$ cat config.mk
export PLATFORM = sky130hd
export DESIGN_NAME = gpu_prom_loader
export DESIGN_NICKNAME = d
export VERILOG_FILES = /design/src/rtl/gpu_prom_loader.sv
export SDC_FILE = /design/constraint.sdc
export NUM_CORES = 1
export LEC_CHECK = 0
export ABC_AREA = 1
export CORE_AREA = 2 2 108 152
export DETAILED_ROUTE_END_ITERATION = 10
export DIE_AREA = 0 0 110 154
export GPL_TIMING_DRIVEN = 0
export PLACE_DENSITY = 0.79
export SYNTH_ARGS = -nofsm -noshare
export SYNTH_HDL_FRONTEND = slang
export SYNTH_SLANG_ARGS = --single-unit
$ cat constraint.sdc
create_clock -name bus_clk -period 2.9 [get_ports bus_clk]
set_input_delay 0.725 -clock bus_clk [delete_from_list [all_inputs] [get_ports bus_clk]]
set_output_delay 0.725 -clock bus_clk [all_outputs]
set_load 0.02 [all_outputs]
$ cat src/rtl/gpu_prom_loader.sv
// gpu_prom_loader: buffers CPU byte writes for the four colour/lookup PROM RAMs
// and replays them to the PROM write port, by default only during vertical
// blanking so palette updates never tear mid-frame.
// Optional feature: define GPU_PROM_LOADER_SUM_EN to add an 8-bit running sum
// of every strobed PROM byte, readable through reg_rd[1].
module gpu_prom_loader #(
  parameter int FIFO_DEPTH_LOG2 = 3,
  parameter bit EOF_ONLY        = 1'b1
) (
  input  logic       bus_clk,
  input  logic       bus_rst_n,
  input  logic       bus_eof,
  input  logic [3:0] cfg_prom_wren,
  input  logic [1:0] reg_wr,
  input  logic [1:0] reg_rd,
  input  logic [7:0] reg_wdata,
  output logic [7:0] reg_rdata,
  output logic [7:0] prom_addr,
  output logic [7:0] prom_wdata,
  output logic [3:0] prom_we,
  output logic       busy
);

  localparam int DEPTH = 1 << FIFO_DEPTH_LOG2;
  localparam int PW    = FIFO_DEPTH_LOG2;
  localparam int CW    = FIFO_DEPTH_LOG2 + 1;
  localparam logic [PW-1:0] PTR_ONE = 1;

  // One queued PROM write; the select is captured per entry so later
  // changes to cfg_prom_wren never retarget bytes already queued.
  typedef struct packed {
    logic [7:0] addr;
    logic [7:0] data;
    logic [3:0] sel;
  } entry_t;

  typedef enum logic [1:0] {IDLE, SETUP, STROBE, HOLD} state_t;

  entry_t        mem [DEPTH];
  logic [PW-1:0] wr_ptr, rd_ptr;
  logic [CW-1:0] count;
  logic [7:0]    r_addr;
  logic          overflow;
  state_t        state;
  logic [3:0]    sel_q;
  logic [7:0]    sum_val;

  logic       empty, full, data_wr, push, pop;
  logic [3:0] count_sat;
  logic [7:0] status;
  entry_t     head;

  // Queue bookkeeping and the read-status word, all derived from registers.
  always_comb begin
    // NOTE: every always_comb output gets a default first so no path leaves it unassigned and infers a latch.
    count_sat = 4'(count);
    if (int'(count) > 15) count_sat = 4'hF;
    empty   = (count == '0);
    full    = (count == CW'(DEPTH));
    data_wr = reg_wr[0] && (cfg_prom_wren != 4'h0);
    push    = data_wr && !full;
    pop     = (state == IDLE) && !empty && (bus_eof || !EOF_ONLY);
    busy    = !empty || (state != IDLE);
    head    = mem[rd_ptr];
    status  = {overflow, busy, empty, full, count_sat};
  end

  // FIFO storage; entries are only ever read after being written.
  always_ff @(posedge bus_clk) begin
    // NOTE: the storage array has no reset; the empty count guards it and a reset port would only cost flops.
    if (push) mem[wr_ptr] <= '{addr: r_addr, data: reg_wdata, sel: cfg_prom_wren};
  end

  // FIFO pointers and occupancy; full is judged on the pre-cycle count.
  always_ff @(posedge bus_clk or negedge bus_rst_n) begin
    // NOTE: sequential state uses non-blocking assignments so every flop samples pre-edge values.
    if (!bus_rst_n) begin
      wr_ptr <= '0;
      rd_ptr <= '0;
      count  <= '0;
    end else begin
      if (push) wr_ptr <= wr_ptr + PTR_ONE;
      if (pop)  rd_ptr <= rd_ptr + PTR_ONE;
      count <= count + CW'(push) - CW'(pop);
    end
  end

  // CPU address register: an address write beats the data-write increment,
  // and dropped (overflowing) writes still advance the address.
  always_ff @(posedge bus_clk or negedge bus_rst_n) begin
    if (!bus_rst_n)     r_addr <= 8'h00;
    else if (reg_wr[1]) r_addr <= reg_wdata;
    else if (data_wr)   r_addr <= r_addr + 8'd1;
  end

  // Sticky overflow flag: set by a dropped write, cleared by a status read;
  // a set in the same cycle as the clear wins.
  always_ff @(posedge bus_clk or negedge bus_rst_n) begin
    if (!bus_rst_n)            overflow <= 1'b0;
    else if (data_wr && full)  overflow <= 1'b1;
    else if (reg_rd[0])        overflow <= 1'b0;
  end

  // Drain FSM: four cycles per entry with a single-cycle write strobe, addr
  // and data held steady around it and kept while idle.
  always_ff @(posedge bus_clk or negedge bus_rst_n) begin
    if (!bus_rst_n) begin
      state      <= IDLE;
      sel_q      <= 4'h0;
      prom_addr  <= 8'h00;
      prom_wdata <= 8'h00;
      prom_we    <= 4'h0;
    end else begin
      unique case (state)
        IDLE: begin
          prom_we <= 4'h0;
          if (pop) begin
            prom_addr  <= head.addr;
            prom_wdata <= head.data;
            sel_q      <= head.sel;
            state      <= SETUP;
          end
        end
        SETUP: begin
          prom_we <= sel_q;
          state   <= STROBE;
        end
        STROBE: begin
          prom_we <= 4'h0;
          state   <= HOLD;
        end
        HOLD: begin
          prom_we <= 4'h0;
          state   <= IDLE;
        end
        default: begin
          prom_we <= 4'h0;
          state   <= IDLE;
        end
      endcase
    end
  end

`ifdef GPU_PROM_LOADER_SUM_EN
  logic [7:0] sum;

  // Running checksum of strobed bytes; an address write clears it and
  // takes priority over a strobe in the same cycle.
  always_ff @(posedge bus_clk or negedge bus_rst_n) begin
    if (!bus_rst_n)         sum <= 8'h00;
    else if (reg_wr[1])     sum <= 8'h00;
    else if (state == STROBE) sum <= sum + prom_wdata;
  end

  assign sum_val = sum;
`else
  assign sum_val = 8'h00;
`endif

  // Registered AND-OR read mux: zero when nothing is read, OR of both sources
  // when both strobes are set.
  always_ff @(posedge bus_clk or negedge bus_rst_n) begin
    if (!bus_rst_n) reg_rdata <= 8'h00;
    else            reg_rdata <= ({8{reg_rd[0]}} & status) | ({8{reg_rd[1]}} & sum_val);
  end

endmodule
* Yosys cells after proc, flatten, opt, wreduce, memory -nomap -nowiden *
Memory sizes are Yosys's and may differ from the RTL's. A register that Yosys moved wholly into a read port is not among the register bits.
Index checks and enable logic that the tools add are counted.

word-level totals
  bits in registers = 33
  memories = 1
  input port bits = 19
  bits in writable memories = 160
  output and inout bits = 29
  logic and storage cells = 46

memories
  name  depth  bits a word  rd ports  clocked after memory_dff  wr ports  line  source
  mem   8      20           1         1                         1         39    entry_t mem [DEPTH];

cells by class
  add/sub/neg operators = 5
  reduce and logical (&&, ||, !) cells = 17
  eq/ne operators = 5
  bitwise logic cells = 1
  mux-type cells = 9

operator list
  kind                                                                   number
  8-bit 2-to-1 mux                                                       2
  8-bit by 1-bit adder with 8-bit output, second input constant          1
  8-bit AND                                                              1
  2-bit one-hot mux with 4 select lines                                  1
  4-bit one-hot mux with 2 select lines                                  1
  3-bit by 1-bit adder with 3-bit output, second input constant          2
  2-bit nonzero test                                                     3
  1-bit logical AND                                                      5
  4-bit by 1-bit adder with 4-bit output                                 1
  2-bit equality test, second input constant                             2
  4-bit equality test, second input constant                             1
  4-bit zero test                                                        1
  1-bit 2-to-1 mux                                                       4
  4-bit nonzero test                                                     1
  4-bit by 1-bit subtractor with 4-bit output                            1
  1-bit zero test                                                        3
  3-bit OR reduction                                                     1
  2-bit by 1-bit equality test with 1-bit output, second input constant  1
  2-bit zero test                                                        1
  2-bit 2-to-1 mux                                                       1
  2-bit != test, second input constant                                   1
  2-bit AND reduction                                                    1
  1-bit logical OR                                                       1

* Depth between registers and ports, before layout *
  depth in word-level cells = 6
  gate-level depth with buffers = 12
  depth with buffers taken out = 11

* Least setup slack after synthesis *
Ideal clock, no wire load.

  path type = input to register
  from = input cfg_prom_wren[3]
  to = memory mem[0][0] in the netlist's numbering, enable pin
  arrival time = 2102 ps
  stages = 5
  required time = 2503 ps
  setup slack = 401 ps
  library setup time = 397 ps
  buffers on the path = 0
  cells stage by stage = nor2_1 > nand2_1 > nand3_4 > or2_4 > nor2_1

on the way
  cells in the longest elaborated chain, start to end = 5

RTL lines
  item                                    line  source
  start: declaration                      13    input logic [3:0] cfg_prom_wren,
  4-bit nonzero test                      60    data_wr = reg_wr[0] && (cfg_prom_wren != 4'h0);
  1-bit logical AND                       60
  1-bit logical AND                       61    push = data_wr && !full;
  1-bit 2-to-1 mux                        71    if (push) mem[wr_ptr] <= '{addr: r_addr, data: reg_wdata, sel: cfg_prom_wren};
  1-bit 2-to-1 mux (not written as such)  71
  end: declaration                        39

No other way between the ends.

* Worst setup path in the final report *
  from = input cfg_prom_wren[2]
  to = memory mem[3][6] in the netlist's numbering, enable pin

The elaborated chain is that of the path after synthesis.

==> results.py <==
metrics = {
    "clock_tree": {
        "ctsHoldBuffers": 0,
        "path_clk_slew_ns": 0.07,
        "cts_setup_buffers": 0,
        "htree_num_levels": 1,
        "clk_latency_ns": 0.49,
        "clock_tree.root_cell": "clkbuf_16",
        "cts-root-to-sink-buffers": 3,
        "number_of_gates_resized_after_cts": 0,
        "tritoncts": "built",
        "cts_sinks": 213,
        "numCtsBuffers": 20,
    },
    "layout": {
        "leading_cell_type_in_the_layout_fill_and_taps_excluded": "nand2_1",
        "n_antenna_cell": 0,
        "n_fill_cell": 1093,
        "layout-drive-gt1-share_pct": 9.45,
        "mostFrequentLayoutCells": "nand2_1, edfxtp_1, inv_1, nand3_1, dfrtp_1",
        "stdcell_area_um2": 10700,
        "finalNetCount": 1003,
        "area.growth.synth_to_final_pct": 16.8,
    },
    "synth": {
        "post_synth_inst_count": 893,
        "syn_area_per_cell_um2": 10.3,
        "synthesis.area_um2": 9180,
        "yosysTopAreaCell": "edfxtp_1",
        "yosysSeqAreaShare_pct": 66.8,
        "synth_top_area_share_pct": 52.3,
        "ys_warn_count": 0,
        "synth_cell_type_count": 24,
        "yosys_reg_bits": 213,
        "synth.net_count": 926,
        "synth_top_cells_by_area": "edfxtp_1, dfrtp_1, nand2_1",
    },
    "floorplanning": {
        "i_o_pins": 48,
        "design.die.area_um2": 16900,
        "die_y_um": 154,
        "die-width_um": 110,
        "initial_utilization_pct": 59.3,
        "core_region_area_um2": 15500,
        "core.rowCount": 54,
    },
    "route": {
        "via_count": 6288,
        "wire_per_inst_um": 17.8,
        "route.final.wire_length_mm": 21.0,
        "detail_route.first_pass.iterations": 5,
        "detail_route.iter0.violations": 469,
        "drc": 0,
        "postRouteAntennaNets": 0,
        "drt-vias-per-instance": 5.33,
    },
    "placement": {
        "dp_hpwl_mm": 14.2,
        "port_buffers": 46,
        "place_area_um2": 10100,
        "place.gp.congestion": 0.807,
    },
    "timing": {
        "setup_viol_count_final": 0,
        "finalHoldViolations": 0,
        "upper_clock_frequency_limit_ghz": 0.351,
        "final.min_clock_period_ns": 2.85,
        "final_min_period_over_clock_period_pct": 98.1,
        "rsz0062_at_grt": "false",
        "hold_slack_ns": 0.196,
        "timing.final.max_slew_violations": 0,
        "timing.setup.tns_ns": 0,
        "worst_slew_pin_slew_ns": 0.881,
        "relSlewSlack_pct": 41.2,
        "worst_clock_skew_ns": 0.00906,
    },
    "power": {
        "power.ir.vdd_worst_mv": 0.684,
        "power_density_nw_per_um2": 975,
        "power_leakage_nw": 4.86,
    },
    "setup_path": {
        "critical_path.slowest_cell": "nor2_2",
        "cp.arrival_ns": 3.03,
        "slowest_delay_ns": 0.76,
        "timing.critical_path.fanout_max": 11,
        "count_of_buffer_and_inverter_cells_on_the_critical_path": 2,
        "worstPathRequired_ns": 3.09,
        "worstPathCellList": "clkdlybuf4s50_1 > nor2_1 > nand2_1 > nand4_1 > nor2_2 > buf_8",
        "timing_worst_setup_path_type": "input pin to flop",
        "critical_path.endpoint_type": "flop",
        "worst_path_dominant_cell_family": "simple AND/OR/NAND/NOR gates",
        "start_kind": "input pin",
    },
    "global_route": {
        "track_usage_pct": 26.1,
        "wire_length_of_the_first_global_routing_pass_mm": 32.8,
        "gr-total-overflow": 0,
        "antenna_violations_before_repair": 0,
        "vias_in_the_first_global_route": 6250,
        "pin_count_of_the_biggest_net_entering_global_routing": 38,
    },
    "hold_path": {
        "worstHoldPathType": "input pin to asynchronous set/reset pin",
    },
    "outcome": {
        "status": "finished clean",
    },
    "run": {
        "max_cap_viol_count": 0,
    },
}
report_power, final:
group	switching, mW	leakage (nW)	internal (mW)	total, mW
Clock	1.08	0.311	1.44	2.52
Sequential	0.270	2.12	3.91	4.18
Combinational	2.43	2.44	1.32	3.75
kinds of logic after synthesis:
| group | count (synthesis) | share of synthesized area, % |
|---|---|---|
| compound gates | 11 | 0.627 |
| xor+xnor | 9 | 0.858 |
| fa+ha+maj | 14 | 1.99 |
| buf+inv | 191 | 8.71 |
| flops | 213 | 66.8 |
| simple gates | 455 | 21.0 |
synthesized netlist by cell type, drive strengths merged:
cell type,n
o211ai,1
or2,2
o21ai,8
ha,13
fa,1
nor2,16
nand4,2
nand2,294
inv,155
buf,32
xnor2,5
xor2,4
nand3,141
a21oi,2
clkbuf,4
dfrtp,53
edfxtp,160
metrics by stage:
stage                     total power, mW  worst slack, ns  util, %  std cells
after CTS                            10.5            0.135     69.3       1180
final                                10.5           0.0542     69.3       1180
after floorplan                      6.54            0.401        -        893
after global placement               7.72            -1.25     63.9       1135
after detailed placement             7.97           -0.349     65.2       1144
after global routing                 11.0           0.0149     69.3       1180
area by class of cell:
type | instances | area (um^2) | share of cell area (%)
plain buffers | 36 | 215 | 2.01
clock buffers | 25 | 551 | 5.13
clock inverters | 11 | 82.6 | 0.770
inverters | 155 | 584 | 5.45
multi-input cells | 489 | 2270 | 21.2
flip-flops and latches | 213 | 6130 | 57.2
well taps | 196 | 245 | 2.29
repair buffers | 55 | 646 | 6.02
registers in the layout, indices dropped and copies added (netlist names):
register and flops:
mem 160, prom_addr 8, prom_wdata 8, r_addr 8, reg_rdata 8, count 4
prom_we 4, sel_q 4, rd_ptr 3, wr_ptr 3, state 2, overflow 1
final timing paths:
path | start | slack (ns) | end | depth (start not counted)
worst min register to register | sel_q[0]$_DFFE_PN0P_ | 0.47 | prom_we[0]$_DFF_PN0_ | 2
worst max register to register | state[0]$_DFFE_PN0P_ | 0.44 | count[2]$_DFF_PN0_ | 11
worst max-delay path | cfg_prom_wren[2] | 0.05 | mem[3][6]$_DFFE_PP_ | 6
max in group asynchronous | bus_rst_n | 2.13 | r_addr[1]$_DFFE_PN0P_ | 2
worst min-delay path | bus_rst_n | 0.20 | sel_q[3]$_DFFE_PN0P_ | 1
min in group bus_clk | sel_q[0]$_DFFE_PN0P_ | 0.47 | prom_we[0]$_DFF_PN0_ | 2
routing by layer:
layer / GRT usage, % / vias to the layer above / wire length [um]
li1: - / 3004 / -
met1: 32.6 / 2930 / 7550
met2: 45.0 / 298 / 11000
met3: 2.63 / 56 / 1640
met4: 12.2 / 0 / 880
met5: 0 / - / 0
(Power assumes the default switching activity.)
